--- src/rtl/spi_slave_sys_pkg.sv ---
// Shared SPI definitions: FSM state encoding and default byte width.
// Used by spi_slave_sys and the spi_m benches.
package spi_pkg;

    localparam int SPI_DATA_W = 8;

    typedef enum logic [1:0] {
        ARM   = 2'd0,  // after reset: wait for cs to be seen high before accepting frames
        IDLE  = 2'd1,  // cs high, waiting for the next frame
        SHIFT = 2'd2   // cs low, shifting bytes
    } spi_state_e;

endpackage

--- src/rtl/spi_slave_sys_sync_edge.sv ---
// spi_sync_edge: multi-flop synchronizer with rise/fall detection.
//   clk, rst  system clock, async active-high reset (all flops load RST_VAL)
//   din       asynchronous input pin
//   dout      synchronized level
//   rise/fall one-clk pulses comparing dout with its previous value
module spi_sync_edge #(
    parameter int   SYNC_STAGES = 2,
    parameter logic RST_VAL     = 1'b0
) (
    input  logic clk,
    input  logic rst,
    input  logic din,
    output logic dout,
    output logic rise,
    output logic fall
);

    logic [SYNC_STAGES-1:0] sync_q;
    logic                   prev_q;

    always_ff @(posedge clk or posedge rst) begin
        if (rst) begin
            sync_q <= {SYNC_STAGES{RST_VAL}};
            prev_q <= RST_VAL;
        end else begin
            sync_q <= {sync_q[SYNC_STAGES-2:0], din};
            prev_q <= dout;
        end
    end

    assign dout = sync_q[SYNC_STAGES-1];
    assign rise = dout & ~prev_q;
    assign fall = ~dout & prev_q;

endmodule

--- src/rtl/spi_slave_sys.sv ---
// spi_slave_sys: system-clocked SPI slave, cs active low, LSB first.
// Master drives on sclk rise, this slave samples sdi on sclk fall; sclk, cs
// and sdi are oversampled in the clk domain (sclk period >= 8 clk).
// Ports:
//   clk, rst            system clock, async active-high reset
//   sclk, cs, sdi, sdo  SPI pins
//   tx_data/tx_load     one-byte tx buffer write (accepted when tx_ready=1)
//   tx_ready            tx buffer empty
//   rx_data/rx_valid    last received byte, one-clk pulse on update
//   frame_err           one-clk pulse when cs rises mid-byte
// Build option SPI_SLAVE_DAISY_EN: sdo becomes a DATA_W-bit delayed copy of
//   sdi (daisy-chain node), tx buffer removed, tx_ready tied 0.
module spi_slave_sys
    import spi_pkg::*;
#(
    parameter int DATA_W      = SPI_DATA_W,
    parameter int SYNC_STAGES = 2
) (
    input  logic              clk,
    input  logic              rst,
    input  logic              sclk,
    input  logic              cs,
    input  logic              sdi,
    output logic              sdo,
    input  logic [DATA_W-1:0] tx_data,
    input  logic              tx_load,
    output logic              tx_ready,
    output logic [DATA_W-1:0] rx_data,
    output logic              rx_valid,
    output logic              frame_err
);

    localparam int CNT_W = (DATA_W > 1) ? $clog2(DATA_W) : 1;
    localparam int ARM_W = $clog2(SYNC_STAGES + 2);
    localparam logic [CNT_W-1:0] LAST_BIT = CNT_W'(DATA_W - 1);
    localparam logic [ARM_W-1:0] ARM_MAX  = ARM_W'(SYNC_STAGES);

    logic sclk_s, sclk_rise, sclk_fall;
    logic cs_s, cs_rise, cs_fall;
    logic [SYNC_STAGES-1:0] sdi_sync;
    logic sdi_s;

    spi_sync_edge #(.SYNC_STAGES(SYNC_STAGES), .RST_VAL(1'b1)) u_sclk_sync (
        .clk(clk), .rst(rst), .din(sclk), .dout(sclk_s), .rise(sclk_rise), .fall(sclk_fall)
    );
    spi_sync_edge #(.SYNC_STAGES(SYNC_STAGES), .RST_VAL(1'b1)) u_cs_sync (
        .clk(clk), .rst(rst), .din(cs), .dout(cs_s), .rise(cs_rise), .fall(cs_fall)
    );

    always_ff @(posedge clk or posedge rst) begin
        if (rst) sdi_sync <= '0;
        else     sdi_sync <= {sdi_sync[SYNC_STAGES-2:0], sdi};
    end
    assign sdi_s = sdi_sync[SYNC_STAGES-1];

    spi_state_e state_q, state_d;
    logic [CNT_W-1:0]  bit_cnt;
    logic [DATA_W-1:0] rx_shift, rx_next;
    logic [ARM_W-1:0]  arm_cnt;
    logic              frame_start, byte_done;
    logic              sdo_start, sdo_rise;

    assign frame_start = (state_q == IDLE) && cs_fall;
    // cs rise has priority over any sclk edge in the same clk
    assign byte_done   = (state_q == SHIFT) && !cs_rise && sclk_fall && (bit_cnt == LAST_BIT);
    assign rx_next     = {sdi_s, rx_shift[DATA_W-1:1]};

`ifdef SPI_SLAVE_DAISY_EN
    // rx_shift doubles as the delay line: bit 0 is the one leaving on the next fall
    wire unused_tx = ^{tx_data, tx_load, sclk_s};
    assign tx_ready  = 1'b0;
    assign sdo_start = 1'b0;
    assign sdo_rise  = rx_shift[0];
`else
    wire unused_tx = sclk_s;
    logic [DATA_W-1:0] tx_buf, tx_shift, tx_next_byte;
    logic              tx_full;

    assign tx_ready     = ~tx_full;
    assign tx_next_byte = tx_full ? tx_buf : '0;
    assign sdo_start    = tx_next_byte[0];
    assign sdo_rise     = tx_shift[bit_cnt];

    // A load in the same clk as an empty-buffer consume keeps the new byte:
    // the consumed byte goes out as 00 and the loaded one waits for the next.
    always_ff @(posedge clk or posedge rst) begin
        if (rst) begin
            tx_buf   <= '0;
            tx_full  <= 1'b0;
            tx_shift <= '0;
        end else begin
            if (frame_start || byte_done) tx_shift <= tx_next_byte;
            if (tx_load && !tx_full) begin
                tx_buf  <= tx_data;
                tx_full <= 1'b1;
            end else if (frame_start || byte_done) begin
                tx_full <= 1'b0;
            end
        end
    end
`endif

    always_ff @(posedge clk or posedge rst) begin
        if (rst) state_q <= ARM;
        else     state_q <= state_d;
    end

    // ARM waits until cs has read high for SYNC_STAGES+1 clks, so the reset
    // value still draining out of the synchronizer cannot make a frame in
    // progress look like an idle bus.
    always_comb begin
        state_d = state_q;
        unique case (state_q)
            ARM:     if (cs_s && arm_cnt == ARM_MAX) state_d = IDLE;
            IDLE:    if (cs_fall) state_d = SHIFT;
            SHIFT:   if (cs_rise) state_d = IDLE;
            default: state_d = ARM;
        endcase
    end

    always_ff @(posedge clk or posedge rst) begin
        if (rst) begin
            sdo       <= 1'b0;
            bit_cnt   <= '0;
            rx_shift  <= '0;
            rx_data   <= '0;
            rx_valid  <= 1'b0;
            frame_err <= 1'b0;
            arm_cnt   <= '0;
        end else begin
            rx_valid  <= 1'b0;
            frame_err <= 1'b0;
            unique case (state_q)
                ARM: begin
                    if (!cs_s)                arm_cnt <= '0;
                    else if (arm_cnt != ARM_MAX) arm_cnt <= arm_cnt + 1'b1;
                end
                IDLE: begin
                    if (cs_fall) begin
                        sdo      <= sdo_start;
                        bit_cnt  <= '0;
                        rx_shift <= '0;
                    end
                end
                SHIFT: begin
                    if (cs_rise) begin
                        frame_err <= (bit_cnt != '0);
                        sdo       <= 1'b0;
                        bit_cnt   <= '0;
                    end else if (sclk_fall) begin
                        rx_shift <= rx_next;
                        if (byte_done) begin
                            rx_data  <= rx_next;
                            rx_valid <= 1'b1;
                            bit_cnt  <= '0;
                        end else begin
                            bit_cnt  <= bit_cnt + 1'b1;
                        end
                    end else if (sclk_rise) begin
                        sdo <= sdo_rise;
                    end
                end
                default: ;
            endcase
        end
    end

endmodule

--- config.mk ---
export PLATFORM = sky130hd
export DESIGN_NAME = spi_slave_sys
export DESIGN_NICKNAME = d
export VERILOG_FILES = /design/src/rtl/spi_slave_sys_pkg.sv /design/src/rtl/spi_slave_sys_sync_edge.sv /design/src/rtl/spi_slave_sys.sv
export SDC_FILE = /design/constraint.sdc
export NUM_CORES = 1
export LEC_CHECK = 0
export CORE_ASPECT_RATIO = 1.2
export CORE_MARGIN = 4
export CORE_UTILIZATION = 45
export CTS_CLUSTER_DIAMETER = 200
export DETAILED_ROUTE_END_ITERATION = 10
export PLACE_DENSITY_LB_ADDON = 0.05
export SLEW_MARGIN = 40
export SYNTH_ARGS = -nofsm -noshare
export SYNTH_HDL_FRONTEND = slang
export SYNTH_SLANG_ARGS = --single-unit
export TNS_END_PERCENT = 10
--- constraint.sdc ---
create_clock -name clk -period 1.8 [get_ports clk]
set_clock_uncertainty 0.15 [all_clocks]
set_input_delay 0.18 -clock clk [delete_from_list [all_inputs] [get_ports clk]]
set_output_delay 0.18 -clock clk [all_outputs]
set_load 0.01 [all_outputs]
==> reports/qor.txt <==
Worst-case vdd ir drop = 0.000523 V
Number of global-route vias before repair = 1386
Initial Utilization = 47.7%
Final GP Congestion = 0.818
Max-slew headroom = 75.6%
Remaining DRCs = 0
Final Setup Violations = 0
CTS clk-pin slew, worst paths = 0.09 ns
Highest Clock Rate = 583 MHz
Yosys top cell by area = dfrtp_1
Placed cells = 255
Grt total ovfl = 0
Clk Latency, worst-skew pair = 0.30 ns
Via density = 5.05
Final count of hold timing violations = 0
Minimum clock period after layout = 1.72 ns
Library cells used by synthesis = 32
Slowest CP cell = clkdlybuf4s50_1
Max-cap violation count = 0
CP Cell Sequence = inv_1 > clkdlybuf4s50_1
DRT antenna net count = 0
Slew @ Worst Pin = 0.356 ns
ANT cells = 0
Yosys warns = 0
Routed Wire Length = 3.39 mm
DIE AREA = 5810 sq um
RSZ-0062 raised after global routing = false
Status = finished, final reports clean
Synth Cell Area = 2090 sq um
Hold buffers post-CTS = 0
Syn nets = 190
I/O Buffers = 25
Fin cells = 263
CTS sink cnt = 50
Die Span Y = 82.7 um
CTS max path bufs = 2
Fillers = 385
H-tree Lvls = 2
Power, Total = 0.00305 W
Critical Path AT = 1.39 ns
Final net count = 224
Root Buffer = clkbuf_8
Layout Area Growth over Synthesis = 23.4%
Final hold slack = 0.00235 ns
Overall Global Routing Usage = 13.1%
Synth Register Bits = 50
Vias = 1328
CP startpoint kind = register
Worst path max stage delay = 0.53 ns
Critical Path RT = 1.47 ns
Crit share post-route = 95.3%
Worst R2R Setup Slack = 0.09 ns
Largest net degree at the start of global routing = 23
Drt initial violations = 51
Synth Area per Inst = 12.2 sq um
Setup Crit Path Kind = register to primary output
Yosys top cell area share = 52.6%
Hold WC Path Type = primary input to async pin
DR WL/cell = 12.9 um
Cts bufs inserted = 5
Sequential area share after synthesis = 60.1%
Initial antenna violation count = 0
PwrDens = 1180 nW/um^2
CTS tree = done
Max Fanout on Critical Path = 11
Post-synthesis cell count = 172
Commonest non-fill, non-tap cell in the layout = dfrtp_1
Most frequent cells in the layout = dfrtp_1 (43), nand2_1 (30), clkdlybuf4s50_1 (25)
Global-route wire length before repair = 5.97 mm
Layout cells sized above 1 = 25.1%
Hpwl dp = 2.59 mm
Leak = 1.18 nW
DR pass1 iterations = 4
Core area = 4390 sq um
TNS Setup = 0 ns
FP Rows = 26
Slew Viols, Final = 0
Area contributors post-synth = dfrtp_1 (53%), mux2_2 (11%), dfstp_2 (7.5%)
Crit. End Element = primary output
Die Width = 70.3 um
I/O pins = 26
sequential cells by signal (all words and copies together) (netlist names):
register / flops
arm_cnt: 2
bit_cnt: 3
frame_err: 1
rx_data: 8
rx_shift: 7
rx_valid: 1
sdi_sync: 2
sdo: 1
state_q: 2
tx_buf: 8
tx_full: 1
tx_shift: 8
u_cs_sync.prev_q: 1
u_cs_sync.sync_q: 2
u_sclk_sync.prev_q: 1
u_sclk_sync.sync_q: 2
layout make-up:
type | instances | area [sq um] | share of cell area [%]
well taps | 56 | 70.1 | 2.71
flip-flops and latches | 50 | 1260 | 48.7
repair buffers | 33 | 348 | 13.5
multi-input cells | 108 | 782 | 30.3
inverters | 8 | 30.0 | 1.16
clock inverters | 2 | 12.5 | 0.484
clock buffers | 6 | 82.6 | 3.19
critical path: cells and delay by family, from the launching register on:
family | cells | cell delay, ns
DFF | 1 | 0.49
buffers and inverters | 2 | 0.61
metal layers:
metal	track usage [%]	vias up	routed length, um
met5	0	-	0
met4	5.17	0	32
met3	3.03	4	135
met2	25.0	24	1790
met1	14.0	639	1440
li1	-	661	-
worst paths after layout:
path                                      from                     to  cells past startpoint
setup / recovery                       tx_full               tx_ready                      2
hold / removal                             rst            sdi_sync[0]                      2
setup reg to reg              u_cs_sync.prev_q                    sdo                      4
hold reg to reg            u_cs_sync.sync_q[0]    u_cs_sync.sync_q[1]                      0
max in group asynchronous                  rst     u_sclk_sync.prev_q                      3
min in group clk                          sclk  u_sclk_sync.sync_q[0]                      1
where the power goes:
group | leakage, nW | internal (W) | total, W | switching [W]
clock network | 0.0472 | 0.000309 | 0.000666 | 0.000357
registers | 0.636 | 0.00140 | 0.00160 | 0.000208
logic | 0.493 | 0.000438 | 0.000784 | 0.000346
metrics by stage:
step / cell area (sq um) / util (%) / worst slack (ns)
after detailed placement: 2480 / 56.5 / 0.0747
final: 2580 / 58.9 / 0.0846
after CTS: 2580 / 58.7 / 0.0279
after global placement: 2480 / 56.5 / 0.120
after floorplan: 2090 / - / 0.0753
after global routing: 2580 / 58.9 / 0.00292
timing repair:
action | in CTS | in global routing
endpoints found under the setup margin | 0 | 4
endpoints found under the hold margin | 0 | 0
buffers inserted | 0 | 0
gates resized for setup | 0 | 3
Yosys cell counts:
master      n
and4bb_2    1
or3b_1      1
nand2b_4    1
a22oi_1     1
o311ai_0    1
mux4_2      1
o22ai_1     3
nor2_1      2
dfstp_2     6
buf_4       1
and2b_1     1
ha_1        4
a2111oi_0   1
clkbuf_2    1
nor3_1      2
nand2b_1    4
nand2_4     1
o21ai_2     1
clkbuf_1    2
mux2_2     20
nor4_1      2
a41oi_4     1
a22o_1      2
nor3_4      1
buf_2       2
nor2b_1     4
dfrtp_1    44
inv_1       8
nand2_1    30
o21ai_0    18
a21oi_1     4
a21o_1      1
cells by family (layout without fill, tap and decap cells):
kind of cell	count (synthesis)	in the layout	synth area share (%)
adder cells (fa/ha/maj)	4	4	2.39
AND/OR/NAND/NOR	50	50	12.5
multiplexers	21	21	11.8
flip-flops	50	50	60.1
buffers and inverters	14	49	2.87
AO/OA/AOI/OAI	33	33	10.3
(Power assumes the default switching activity.)
